$ cat src/rtl/key_scan_pkg.sv
// Shared definitions for the key_scan front end: hold-FSM encoding and
// counter-width helpers used to size the per-channel counters.
package key_scan_pkg;

    typedef enum logic [1:0] {
        ST_REL  = 2'd0,
        ST_HELD = 2'd1,
        ST_LONG = 2'd2
    } hold_state_t;

    function automatic int clog2(input int value);
        int w;
        w = 0;
        for (int i = 0; i < 31; i++) begin
            if ((32'sd1 <<< i) < value) begin
                w = i + 1;
            end else begin
                w = w;
            end
        end
        return w;
    endfunction

    // Never return a zero-width counter, even for degenerate parameters.
    function automatic int cnt_width(input int value);
        return (clog2(value) < 1) ? 1 : clog2(value);
    endfunction

endpackage

$ cat src/rtl/key_scan_if.sv
// Key pin and event bundle between the board pins and the control logic.
interface key_scan_if #(
    parameter int N_KEYS = 4
);
    logic [N_KEYS-1:0] key_in;
    logic [N_KEYS-1:0] key_level;
    logic [N_KEYS-1:0] key_press;
    logic [N_KEYS-1:0] key_release;
    logic [N_KEYS-1:0] key_long;
    logic [N_KEYS-1:0] key_repeat;

    modport master (
        output key_in,
        input  key_level, key_press, key_release, key_long, key_repeat
    );

    modport slave (
        input  key_in,
        output key_level, key_press, key_release, key_long, key_repeat
    );
endinterface

$ cat src/rtl/key_chan.sv
// One key channel: cycle-exact debouncer, edge pulses and the
// REL/HELD/LONG hold machine driven by the shared millisecond tick.
module key_chan
    import key_scan_pkg::*;
#(
    parameter int DEB_CYC   = 240000,
    parameter int LONG_MS   = 1000,
    parameter int REPEAT_MS = 200,
    parameter int REPEAT_EN = 1
) (
    input  logic clk,
    input  logic rst,
    input  logic pressed,
    input  logic tick,
    output logic key_level,
    output logic key_press,
    output logic key_release,
    output logic key_long,
    output logic key_repeat
);

    localparam int DEB_W  = cnt_width(DEB_CYC + 1);
    localparam int HOLD_W = cnt_width(LONG_MS + 1);
    localparam int REP_W  = cnt_width(REPEAT_MS + 1);

    localparam logic [DEB_W-1:0]  DEB_ZERO  = {DEB_W{1'b0}};
    localparam logic [DEB_W-1:0]  DEB_ONE   = DEB_W'(1);
    localparam logic [DEB_W-1:0]  DEB_LAST  = DEB_W'(DEB_CYC - 1);
    localparam logic [HOLD_W-1:0] HOLD_ZERO = {HOLD_W{1'b0}};
    localparam logic [HOLD_W-1:0] HOLD_ONE  = HOLD_W'(1);
    localparam logic [HOLD_W-1:0] HOLD_LAST = HOLD_W'(LONG_MS - 1);
    localparam logic [HOLD_W-1:0] HOLD_SAT  = HOLD_W'(LONG_MS);
    localparam logic [REP_W-1:0]  REP_ZERO  = {REP_W{1'b0}};
    localparam logic [REP_W-1:0]  REP_ONE   = REP_W'(1);
    localparam logic [REP_W-1:0]  REP_LAST  = REP_W'(REPEAT_MS - 1);
    localparam logic              REP_ENABLE = (REPEAT_EN != 0);

    logic [DEB_W-1:0]  deb_cnt_r, deb_cnt_s;
    logic [HOLD_W-1:0] hold_cnt_r, hold_cnt_s;
    logic [REP_W-1:0]  rep_cnt_r, rep_cnt_s;
    hold_state_t       state_r, state_s;
    logic              toggle_s, press_evt_s, release_evt_s;
    logic              long_s, repeat_s;
    logic              level_r, press_r, release_r, long_r, repeat_r;

    // Debounce: count consecutive samples disagreeing with the accepted level.
    always_comb begin
        deb_cnt_s = deb_cnt_r;
        toggle_s  = 1'b0;
        if (pressed == level_r) begin
            deb_cnt_s = DEB_ZERO;
        end else if (deb_cnt_r >= DEB_LAST) begin
            deb_cnt_s = DEB_ZERO;
            toggle_s  = 1'b1;
        end else begin
            deb_cnt_s = deb_cnt_r + DEB_ONE;
        end
    end

    assign press_evt_s   = toggle_s & ~level_r;
    assign release_evt_s = toggle_s & level_r;

    // Hold machine next state; an accepted release overrides any tick action.
    always_comb begin
        state_s    = state_r;
        hold_cnt_s = hold_cnt_r;
        rep_cnt_s  = rep_cnt_r;
        long_s     = 1'b0;
        repeat_s   = 1'b0;
        if (release_evt_s) begin
            state_s = ST_REL;
        end else begin
            case (state_r)
                ST_REL: begin
                    if (press_evt_s) begin
                        state_s    = ST_HELD;
                        hold_cnt_s = HOLD_ZERO;
                    end else begin
                        state_s = ST_REL;
                    end
                end
                ST_HELD: begin
                    if (!tick) begin
                        state_s = ST_HELD;
                    end else if (hold_cnt_r >= HOLD_LAST) begin
                        hold_cnt_s = HOLD_SAT;
                        rep_cnt_s  = REP_ZERO;
                        long_s     = 1'b1;
                        state_s    = ST_LONG;
                    end else begin
                        hold_cnt_s = hold_cnt_r + HOLD_ONE;
                    end
                end
                ST_LONG: begin
                    if (!tick) begin
                        state_s = ST_LONG;
                    end else if (rep_cnt_r >= REP_LAST) begin
                        rep_cnt_s = REP_ZERO;
                        repeat_s  = REP_ENABLE;
                    end else begin
                        rep_cnt_s = rep_cnt_r + REP_ONE;
                    end
                end
                default: begin
                    state_s = ST_REL;
                end
            endcase
        end
    end

    // Debounce counter, accepted level and press/release pulses.
    always_ff @(posedge clk) begin
        if (rst) begin
            deb_cnt_r <= DEB_ZERO;
            level_r   <= 1'b0;
            press_r   <= 1'b0;
            release_r <= 1'b0;
        end else begin
            deb_cnt_r <= deb_cnt_s;
            level_r   <= level_r ^ toggle_s;
            press_r   <= press_evt_s;
            release_r <= release_evt_s;
        end
    end

    // Hold machine state, hold/repeat counters and long/repeat pulses.
    always_ff @(posedge clk) begin
        if (rst) begin
            state_r    <= ST_REL;
            hold_cnt_r <= HOLD_ZERO;
            rep_cnt_r  <= REP_ZERO;
            long_r     <= 1'b0;
            repeat_r   <= 1'b0;
        end else begin
            state_r    <= state_s;
            hold_cnt_r <= hold_cnt_s;
            rep_cnt_r  <= rep_cnt_s;
            long_r     <= long_s;
            repeat_r   <= repeat_s;
        end
    end

    assign key_level   = level_r;
    assign key_press   = press_r;
    assign key_release = release_r;
    assign key_long    = long_r;
    assign key_repeat  = repeat_r;

endmodule

$ cat src/rtl/key_scan.sv
// Multi-key front end: two-flop pin synchronisers, one shared hold tick
// and an array of independent key_chan channels.
module key_scan
    import key_scan_pkg::*;
#(
    parameter int N_KEYS    = 4,
    parameter int ACTIVE_LOW = 1,
    parameter int DEB_CYC   = 240000,
    parameter int TICK_CYC  = 12000,
    parameter int LONG_MS   = 1000,
    parameter int REPEAT_MS = 200,
    parameter int REPEAT_EN = 1
) (
    input  logic       clk,
    input  logic       rst,
    key_scan_if.slave  bus
);

    localparam int TICK_W = cnt_width(TICK_CYC);
    localparam logic [TICK_W-1:0] TICK_ZERO = {TICK_W{1'b0}};
    localparam logic [TICK_W-1:0] TICK_ONE  = TICK_W'(1);
    localparam logic [TICK_W-1:0] TICK_LAST = TICK_W'(TICK_CYC - 1);
    localparam logic [N_KEYS-1:0] IDLE_PIN  =
        (ACTIVE_LOW != 0) ? {N_KEYS{1'b1}} : {N_KEYS{1'b0}};

    logic [N_KEYS-1:0] sync1_r, sync2_r, pressed_s;
    logic [N_KEYS-1:0] level_s, press_s, release_s, long_s, repeat_s;
    logic [TICK_W-1:0] tick_cnt_r;
    logic              tick_r;

    // Pin synchronisers, parked at the released level while in reset.
    always_ff @(posedge clk) begin
        if (rst) begin
            sync1_r <= IDLE_PIN;
            sync2_r <= IDLE_PIN;
        end else begin
            sync1_r <= bus.key_in;
            sync2_r <= sync1_r;
        end
    end

    assign pressed_s = sync2_r ^ IDLE_PIN;

    // Free-running prescaler producing the one-cycle hold tick.
    always_ff @(posedge clk) begin
        if (rst) begin
            tick_cnt_r <= TICK_ZERO;
            tick_r     <= 1'b0;
        end else begin
            if (tick_cnt_r >= TICK_LAST) begin
                tick_cnt_r <= TICK_ZERO;
            end else begin
                tick_cnt_r <= tick_cnt_r + TICK_ONE;
            end
            tick_r <= (tick_cnt_r >= TICK_LAST);
        end
    end

    for (genvar i = 0; i < N_KEYS; i++) begin : g_chan
        key_chan #(
            .DEB_CYC   (DEB_CYC),
            .LONG_MS   (LONG_MS),
            .REPEAT_MS (REPEAT_MS),
            .REPEAT_EN (REPEAT_EN)
        ) u_chan (
            .clk         (clk),
            .rst         (rst),
            .pressed     (pressed_s[i]),
            .tick        (tick_r),
            .key_level   (level_s[i]),
            .key_press   (press_s[i]),
            .key_release (release_s[i]),
            .key_long    (long_s[i]),
            .key_repeat  (repeat_s[i])
        );
    end

    assign bus.key_level   = level_s;
    assign bus.key_press   = press_s;
    assign bus.key_release = release_s;
    assign bus.key_long    = long_s;
    assign bus.key_repeat  = repeat_s;

endmodule
$ cat src/flat_wrapper.sv
// flat-port wrapper written by rule: the top's interface ports become plain ports
module key_scan_flat import key_scan_pkg::*;
#(
    parameter int N_KEYS    = 4,
    parameter int ACTIVE_LOW = 1,
    parameter int DEB_CYC   = 240000,
    parameter int TICK_CYC  = 12000,
    parameter int LONG_MS   = 1000,
    parameter int REPEAT_MS = 200,
    parameter int REPEAT_EN = 1
)
  (clk, rst, bus_key_in, bus_key_level, bus_key_press, bus_key_release, bus_key_long, bus_key_repeat);
  key_scan_if #(.N_KEYS(N_KEYS)) bus_i ();
  input  logic clk;
  input  logic rst;
  input wire logic [$bits(bus_i.key_in)-1:0] bus_key_in;
  output wire logic [$bits(bus_i.key_level)-1:0] bus_key_level;
  output wire logic [$bits(bus_i.key_press)-1:0] bus_key_press;
  output wire logic [$bits(bus_i.key_release)-1:0] bus_key_release;
  output wire logic [$bits(bus_i.key_long)-1:0] bus_key_long;
  output wire logic [$bits(bus_i.key_repeat)-1:0] bus_key_repeat;
  assign bus_i.key_in = bus_key_in;
  assign bus_key_level = bus_i.key_level;
  assign bus_key_press = bus_i.key_press;
  assign bus_key_release = bus_i.key_release;
  assign bus_key_long = bus_i.key_long;
  assign bus_key_repeat = bus_i.key_repeat;
  key_scan #(.N_KEYS(N_KEYS), .ACTIVE_LOW(ACTIVE_LOW), .DEB_CYC(DEB_CYC), .TICK_CYC(TICK_CYC), .LONG_MS(LONG_MS), .REPEAT_MS(REPEAT_MS), .REPEAT_EN(REPEAT_EN)) u_core (.clk(clk), .rst(rst), .bus(bus_i));
endmodule
$ cat config.mk
export PLATFORM = sky130hd
export DESIGN_NAME = key_scan_flat
export DESIGN_NICKNAME = d
export VERILOG_FILES = /design/src/rtl/key_scan_pkg.sv /design/src/rtl/key_scan_if.sv /design/src/rtl/key_chan.sv /design/src/rtl/key_scan.sv /design/src/flat_wrapper.sv
export SDC_FILE = /design/constraint.sdc
export NUM_CORES = 1
export LEC_CHECK = 0
export ABC_AREA = 1
export BUFFER_PORTS_ARGS = -buffer_cell sky130_fd_sc_hd__buf_2
export CAP_MARGIN = 20
export CORE_MARGIN = 2
export CORE_UTILIZATION = 40
export CTS_CLUSTER_SIZE = 10
export DETAILED_ROUTE_END_ITERATION = 16
export HOLD_SLACK_MARGIN = 0.03
export REMOVE_ABC_BUFFERS = 1
export SYNTH_ARGS = -nofsm -noshare
export SYNTH_HDL_FRONTEND = slang
export SYNTH_SLANG_ARGS = --single-unit
$ cat constraint.sdc
create_clock -name clk -period 3.6 [get_ports clk]
set_input_delay 0.72 -clock clk [delete_from_list [all_inputs] [get_ports clk]]
set_output_delay 0.72 -clock clk [all_outputs]
set_load 0.01 [all_outputs]
**Word level (Yosys, flattened, before mapping)**

Index checks and enable logic that the tools add are counted.

- $add $sub $neg: 13
- Order comparisons: 13
- Eq/ne operators: 36
- Multiplexer cells: 69
- Bitwise gates (word level): 30
- Reductions and logical operators: 41

Operators by type and width:

| cell | number |
|---|---|
| two-way mux 8 bit | 16 |
| two-way mux 10 bit | 12 |
| case mux 10 bit (2 select lines) | 4 |
| adder 18 x 1 -> 18 bit, second input constant | 4 |
| >= comparator 18 bit, second input constant | 4 |
| case mux 8 bit (2 select lines) | 4 |
| adder 10 x 1 -> 10 bit, second input constant | 4 |
| >= comparator 10 bit, second input constant | 4 |
| adder 8 x 1 -> 8 bit, second input constant | 4 |
| >= comparator 8 bit, second input constant | 4 |
| OR reduction 4 bit | 8 |
| inequality test 2 bit, second input constant | 12 |
| case mux 2 bit (3 select lines) | 4 |
| two-way mux 1 bit | 20 |
| AND reduction 5 bit | 4 |
| two-way mux 2 bit | 9 |
| inverter 1 bit | 17 |
| inequality test 2 x 1 -> 1 bit, second input constant | 8 |
| AND reduction 4 bit | 4 |
| nonzero test 2 bit | 8 |
| adder 14 x 1 -> 14 bit, second input constant | 1 |
| >= comparator 14 bit, second input constant | 1 |
| inequality test 3 bit, second input constant | 4 |
| OR reduction 3 bit | 4 |
| 9 further kinds | 38 |

- Register bits: 195
- Input port bits: 6
- Output and inout bits: 20
- Logic and storage cells: 242

**Longest topological paths before layout**

Gate-level depths: netlist of run 1.

- Depth in word-level cells: 6
- Depth in mapped cells: 17
- Mapped depth without buffers: 17

**Cells and area by module**

A second synthesis of run 1 with hierarchy kept.

- Cell total of the unflattened synthesis: 1,444
- Area total of the unflattened synthesis: 10,369.9 um^2

Modules (own cells, without submodules):

| module | times used | cells each | area each (um^2) | seq. area each (um^2) |
|---|---|---|---|---|
| key_chan at u_core.g_chan[1].u_chan ... | 3 | 331 | 2,352.3 | 860.8 |
| key_chan at u_core.g_chan[0].u_chan | 1 | 330 | 2,302.2 | 860.8 |
| key_scan | 1 | 121 | 1,011.0 | 460.4 |

**Worst setup path after synthesis of run 1**

Ideal clock, no wire load.

- Path type: flip-flop to flip-flop
- Start point: register u_core.g_chan[0].u_chan.deb_cnt_r[0]
- End point: register u_core.g_chan[0].u_chan.hold_cnt_r[6]
- Setup time: 0.132 ns
- Arrival: 2.007 ns
- Data required time: 3.468 ns
- Setup slack: 1.461 ns
- Stages on the path, launching flop included: 17
- Path buffers: 1
- Clock period less this slack: 2.139 ns
- Path through: dfxtp_1 ha_1 nand2_1 nor2_4 nand3_2 nor2_1 o21ai_1 a21oi_1 ha_1 nand2_1 o21ai_1 nand3_1 buf_2 inv_2 o21ai_0 nand2_1 a21oi_1

- Longest elaborated chain between the ends: 6
- Elaborated cells between the ends (all ways): 8
- Classes of those cells: 1 x order compare; 1 x eq/ne; 2 x mux; 3 x bitwise; 1 x reduce/logical

Ends and longest elaborated chain:

| element | line | text |
|---|---|---|
| from (decl) | key_chan.sv:38 | `logic [DEB_W-1:0] deb_cnt_r, deb_cnt_s;` |
| from (signal assigned) | key_chan.sv:119 | `deb_cnt_r <= deb_cnt_s;` |
| >= comparator 18 bit | key_chan.sv:52 | `end else if (deb_cnt_r >= DEB_LAST) begin` |
| two-way mux 1 bit | key_chan.sv:52 |  |
| two-way mux 1 bit | key_chan.sv:50 | `if (pressed == level_r) begin` |
| AND 1 bit | key_chan.sv:60 | `assign press_evt_s = toggle_s & ~level_r;` |
| named net u_core.g_chan[0].u_chan.press_evt_s | key_chan.sv:42 | `logic toggle_s, press_evt_s, release_evt_s;` |
| inequality test 2 bit (no line) | n/a |  |
| AND reduction 4 bit (no line) | n/a |  |
| to (signal assigned) | key_chan.sv:136 | `hold_cnt_r <= hold_cnt_s;` |
| to (decl) | key_chan.sv:39 | `logic [HOLD_W-1:0] hold_cnt_r, hold_cnt_s;` |

The timed path passes the listed nets, and every way through them passes these cells.
A chain may end at the register's enable or synchronous reset.

**Final worst setup path of run 1**

- Start point: register u_core.g_chan[0].u_chan.deb_cnt_r[0]
- End point: register u_core.g_chan[0].u_chan.hold_cnt_r[5]

Same word-level chain as after synthesis.

==> metrics.cfg, run 1 <==
[synth]
synth.largest_area_cell = dfxtp_1
netlist_area_sq_um = 10300
synth.area.top_cells = dfxtp_1 38%, nand2_1 11%, nor2_1 8.5%
synthCells = 1502
yosysSeqAreaShare = 0.379
synth_cell_types = 36
synth_top_area_frac = 0.379
yosysWarnings = 0
synth-seq-cells = 195
avgSynthCellArea_sq_um = 6.86

[routing]
drtIter0Drc = 477
drtAntennaViolNets = 0
drt_first_pass_iters = 5
viasPerCell = 4.76
wl_per_cell_um = 10.9
drt-total-wl_um = 20100
num_vias = 8780
drc_errors = 0

[job]
maxCapViolations = 0

[sta]
min_period_ns = 2.75
period_share = 0.765
drv_slew = 0
final.setup.tns_ns = 0
hold_viol = 0
fin_skew_ns = 0.0134
tightestPinTransition_ns = 0.532
max-slew-margin-rel = 0.644
grt_setup_unrepaired = no
finalSetupViolCount = 0
max_freq_mhz = 363

[clock_network]
clkTransAtPathRegs_ns = 0.07
root_buffer = clkbuf_16
cts_resized = 0
cts_buffer_depth = 2
htree_levels = 4
cts_sinks = 195
numCtsBuffers = 17
ctsHoldBuffers = 0
cts_setup_buffers = 0
cts_tree = built
worstSkewPairLatency_ns = 0.43

[layout]
final_cell_mix = 307 x nand2_1, 233 x nor2_1, 198 x inv_1, 195 x dfxtp_1, 142 x nand3_1
layout_commonest_cell = nand2_1
area_growth_pct = 8.68
fin_nets = 1545
insertedDiodeCount = 0
nFillCells = 2619
drive_gt1_frac = 0.0733
final_util = 0.444

[power_and_ir_drop]
p_per_area_nw_per_um2 = 376
vdd_ir_drop_max_uv = 340
leakagePower_nw = 4.10

[placed_design]
numPortBuffers = 25
gp_congestion = 0.822
hpwl_um = 14600

[floorplan]
die-area_sq_um = 27100
rows = 58
core_area_sq_um = 25300
io_pins = 26
die_w_um = 165
initial_utilization = 0.408
die_h_um = 165

[setup_path]
cp.required_ns = 3.95
cp_slowest_cell = nor2_2
critPathMaxFanout = 11
slowest_delay_ns = 0.40
path_cells = ha_1 -> nand2_1 -> nor2_4 -> nand3_2 -> nor2_1 -> o21ai_1 -> a21oi_1 -> ha_1 -> nand2_1 -> o21ai_1 -> nand3_1 -> nor2_2 -> nand2_1 -> a21oi_1
crit_path_end_kind = flop
worstSetupPathType = flop to flop
critPathMostFrequentCell = nand2_1
arrival_ns = 3.10
startpoint_type = flop

[global_routing]
grt_max_degree = 48
antenna_found_initial = 0
grt_pass1_vias = 8141
grt_pass1_wl_um = 35100
gr-total-overflow = 0
grt_use_total = 0.155

[outcome]
status = complete, no violations

[hold_path]
hold_path.class = flop to flop

stage by stage:
step / setup WS [ns] / std cells / hold WS [ns] / total power, mW / area [sq um]
after floorplan: 1.28 / 1454 / 0.389 / 2.25 / 10000
after global placement: 0.917 / 1813 / 0.392 / 2.28 / 10600
after detailed placement: 0.849 / 1813 / 0.396 / 2.28 / 10600
after CTS: 0.828 / 1844 / 0.418 / 4.29 / 11200
after global routing: 0.439 / 1844 / 0.433 / 4.38 / 11200
final: 0.847 / 1844 / 0.415 / 4.22 / 11200
power by group:
| group | switching [mW] | internal [mW] | leakage, nW |
|---|---|---|---|
| clock network | 0.849 | 1.14 | 0.302 |
| registers | 0.00444 | 2.16 | 1.57 |
| logic | 0.0412 | 0.0167 | 2.22 |
| total | 0.895 | 3.32 | 4.10 |
synth_stat cells, drive strengths merged:
library cell	n
dfxtp	195
nand3	149
xnor2	22
o21bai	4
inv	207
xor2	41
nor3	36
nor4	3
a21oi	81
ha	37
nand3b	9
o211ai	1
o22ai	2
or2	12
a21boi	1
nand4	39
clkinv	1
clkbuf	6
nor2	244
nand2	317
buf	42
o21ai	52
o21a	1
per-layer routing:
| layer | GRT usage | up-vias | part of all wire |
|---|---|---|---|
| met5 | 0 | - | 0 |
| met3 | 0.0271 | 11 | 0.023 |
| met2 | 0.267 | 77 | 0.46 |
| li1 | - | 4763 | - |
| met1 | 0.200 | 3929 | 0.51 |
| met4 | 0.0423 | 0 | 0.0090 |
flip-flops by register name, summed over array words and instances (netlist names):
name,flops
u_core.g_chan.u_chan.key_press,4
u_core.g_chan.u_chan.hold_cnt_r,40
u_core.g_chan.u_chan.rep_cnt_r,32
u_core.sync2_r,4
u_core.g_chan.u_chan.key_level,4
u_core.g_chan.u_chan.key_release,4
u_core.tick_cnt_r,14
u_core.g_chan.u_chan.key_long,4
u_core.g_chan.u_chan.deb_cnt_r,72
u_core.g_chan.u_chan.key_repeat,4
u_core.tick_r,1
u_core.g_chan.u_chan.state_r,8
u_core.sync1_r,4
worst max-delay path, delay by kind of cell, from the launching register on:
| family | cells | cell delay, ns |
|---|---|---|
| simple gates | 8 | 1.36 |
| compound gates | 4 | 0.51 |
| flops | 1 | 0.39 |
| fa+ha+maj | 2 | 0.40 |
path summary, 6_finish.rpt:
| check | startpoint | endpoint | slack [ns] | depth (start not counted) |
|---|---|---|---|---|
| min | u_core.sync1_r[3] | u_core.sync2_r[3] | 0.41 | 1 |
| max | u_core.g_chan[0].u_chan.deb_cnt_r[0] | u_core.g_chan[0].u_chan.hold_cnt_r[5] | 0.85 | 14 |
| min reg2reg | u_core.sync1_r[3] | u_core.sync2_r[3] | 0.41 | 1 |
| max reg2reg | u_core.g_chan[0].u_chan.deb_cnt_r[0] | u_core.g_chan[0].u_chan.hold_cnt_r[5] | 0.85 | 14 |
area by class of cell:
cell class              count  area (sq um)  share of cell area
multi-input cells        1051          5340               0.476
flip-flops and latches    195          3900               0.348
inverters                 208           781              0.0697
clock buffers              19           453              0.0404
well taps                 330           413              0.0369
clock inverters            12           164              0.0146
repair buffers             29           155              0.0138
kinds of logic after synthesis:
| group | Yosys count | share of synthesized area |
|---|---|---|
| buffers and inverters | 256 | 0.104 |
| AND/OR/NAND/NOR | 809 | 0.347 |
| AO/OA/AOI/OAI | 142 | 0.0720 |
| adder cells (fa/ha/maj) | 37 | 0.0449 |
| XOR/XNOR | 63 | 0.0535 |
| flip-flops | 195 | 0.379 |
(Power assumes the default switching activity.)
==> inputs of run 2 (changes only) <==
Clock period 3.6 ns to 2.8 ns, I/O delays scaled along.
==> run 2 against run 1 <==
Against the previous run:
- power grew 24%
- final cell count grew 0.54%
- register-to-register slack lost 0.50 ns
- sequential share of layout area shrank 0.097 points
- final area grew 0.28%
- largest power group unchanged
- critical path depth grew 2
- utilization grew 0.12 points
- maximum frequency grew 12%
- clock skew grew 0.0055 ns
- non-clock buffer count grew 9
- combinational power grew 39%
==> metrics.cfg, run 2 (same netlist as run 1, synthesis figures left out) <==
[global_routing]
grt_pass1_wl_um = 36200  ; +3.1%
met1_usage = 0.204  ; +0.00379
grt_use_total = 0.160  ; +0.00455
antenna_found_initial = 0  ; unchanged
gr-total-overflow = 0  ; unchanged
grt_pass1_vias = 8308  ; +2.1%
grt_max_degree = 24  ; -50%
grt_busiest_layer = met2
grt_use_met3 = 0.0294  ; +0.00226
use_met2 = 0.276  ; +0.00951

[sta]
tightestPinTransition_ns = 0.580  ; +0.0472 ns
hold_viol = 0  ; unchanged
final.setup.tns_ns = 0  ; unchanged
min_period_ns = 2.45  ; -0.298 ns
max-slew-margin-rel = 0.613  ; -0.0316
hold_slack_ns = 0.295  ; -0.120 ns
grt_setup_unrepaired = no
period_share = 0.877  ; +0.112
drv_slew = 0  ; unchanged
worst_slack_ns = 0.345  ; -0.502 ns
finalSetupViolCount = 0  ; unchanged
max_freq_mhz = 407  ; +12%
fin_skew_ns = 0.0189  ; +0.00554 ns

[setup_path]
worst-path-buf-inv = 2  ; +2
critPathMaxFanout = 10  ; -1
path_cells = ha_1 -> nand2_1 -> nor2_4 -> nand3_2 -> nor2_1 -> o21ai_1 -> a21oi_1 -> ha_1 -> nand2_1 -> o21ai_1 -> nand3_1 -> buf_4 -> inv_2 -> o21ai_0 -> nand2_1 -> a21oi_1
arrival_ns = 2.78  ; -0.32 ns
crit_path_end_kind = flop
startpoint_type = flop
worstSetupPathType = flop to flop
crit_family = simple AND/OR/NAND/NOR gates
critPathMostFrequentCell = nand2_1
slowest_delay_ns = 0.40  ; about the same
reg2reg_depth = 16  ; +2
cp.required_ns = 3.13  ; -0.82 ns
cp_slowest_cell = dfxtp_1
crit_cells = 16  ; +2

[clock_network]
root_buffer = clkbuf_16
cts_setup_buffers = 0  ; unchanged
numCtsBuffers = 17  ; unchanged
cts_sinks = 195  ; unchanged
clkTransAtPathRegs_ns = 0.08  ; about the same
worstSkewPairLatency_ns = 0.44  ; about the same
ctsHoldBuffers = 0  ; unchanged
cts_tree = built
cts_buffer_depth = 2  ; unchanged
htree_levels = 4  ; unchanged
cts_resized = 0  ; unchanged

[power_and_ir_drop]
p_per_area_nw_per_um2 = 465  ; +24%
vdd_ir_drop_max_uv = 360  ; +5.7%
leakagePower_nw = 4.12  ; +0.51%

[routing]
drt_first_pass_iters = 5  ; unchanged
drtIter0Drc = 477  ; unchanged
num_vias = 8859  ; +0.90%
drtAntennaViolNets = 0  ; unchanged
drt-total-wl_um = 20500  ; +1.9%
viasPerCell = 4.78  ; +0.36%
drc_errors = 0  ; unchanged
wl_per_cell_um = 11.1  ; +1.4%

[layout]
top_register = u_core.g_chan.u_chan.deb_cnt_r
insertedDiodeCount = 0  ; unchanged
drive_gt1_frac = 0.0794  ; +0.00608
fin_nets = 1554  ; +0.58%
largest_reg_flops = 72  ; unchanged
layout_commonest_cell = nand2_1
final_cell_mix = 307 x nand2_1, 233 x nor2_1, 198 x inv_1, 195 x dfxtp_1, 142 x nand3_1
reg_top3 = u_core.g_chan.u_chan.deb_cnt_r x72, u_core.g_chan.u_chan.hold_cnt_r x40, u_core.g_chan.u_chan.rep_cnt_r x32
final_util = 0.445  ; +0.00124
area_growth_pct = 8.98

[job]
maxCapViolations = 0  ; unchanged

[floorplan]
io_pins = 26  ; unchanged
die-area_sq_um = 27100  ; unchanged
die_h_um = 165  ; unchanged
rows = 58  ; unchanged
initial_utilization = 0.408  ; unchanged
die_w_um = 165  ; unchanged
core_area_sq_um = 25300  ; unchanged

[placed_design]
place_ws_ns = 0.316  ; -0.533 ns
gp_congestion = 0.836  ; +1.8%
hpwl_um = 14800  ; +1.2%
numPortBuffers = 25  ; unchanged

[hold_path]
min_path_cells = 2  ; +1
hold_path.class = primary input to flop

[outcome]
status = complete, no violations

-- run 2: worst paths after layout --
| path | start | end | slack, ns |
|---|---|---|---|
| hold reg to reg | u_core.sync1_r[3] | u_core.sync2_r[3] | 0.41 |
| setup reg to reg | u_core.g_chan[0].u_chan.deb_cnt_r[0] | u_core.g_chan[0].u_chan.hold_cnt_r[6] | 0.35 |
| hold / removal | bus_key_in[3] | u_core.sync1_r[3] | 0.29 |
| setup / recovery | u_core.g_chan[0].u_chan.deb_cnt_r[0] | u_core.g_chan[0].u_chan.hold_cnt_r[6] | 0.35 |
-- run 2: area by class of cell --
class / count / area, sq um
clock buffer: 17 / 425
timing repair buffer: 38 / 235
clock inverter: 15 / 138
tap: 330 / 413
sequential: 195 / 3900
fill: 2612 / 14000
inverter: 208 / 781
multi-input combinational: 1051 / 5340
-- run 2: per-layer routing --
metal  share of wire  wire length, um
met1            0.51            10400
met2            0.46             9460
met3           0.025              513
met4          0.0072              147
met5               0                0
-- run 2: stage by stage --
| stage | total power [mW] | instance area [sq um] | instances |
|---|---|---|---|
| finish | 5.23 | 11200 | 1854 |
| global placement | 2.93 | 10700 | 1822 |
| global route | 5.43 | 11200 | 1854 |
| floorplan | 2.89 | 10000 | 1454 |
| detailed placement | 2.93 | 10700 | 1822 |
| CTS | 5.33 | 11200 | 1854 |
-- run 2: power breakdown --
group	switching, mW	internal (mW)
Clock	1.18	1.18
Combinational	0.0556	0.0251
Sequential	0.00569	2.78
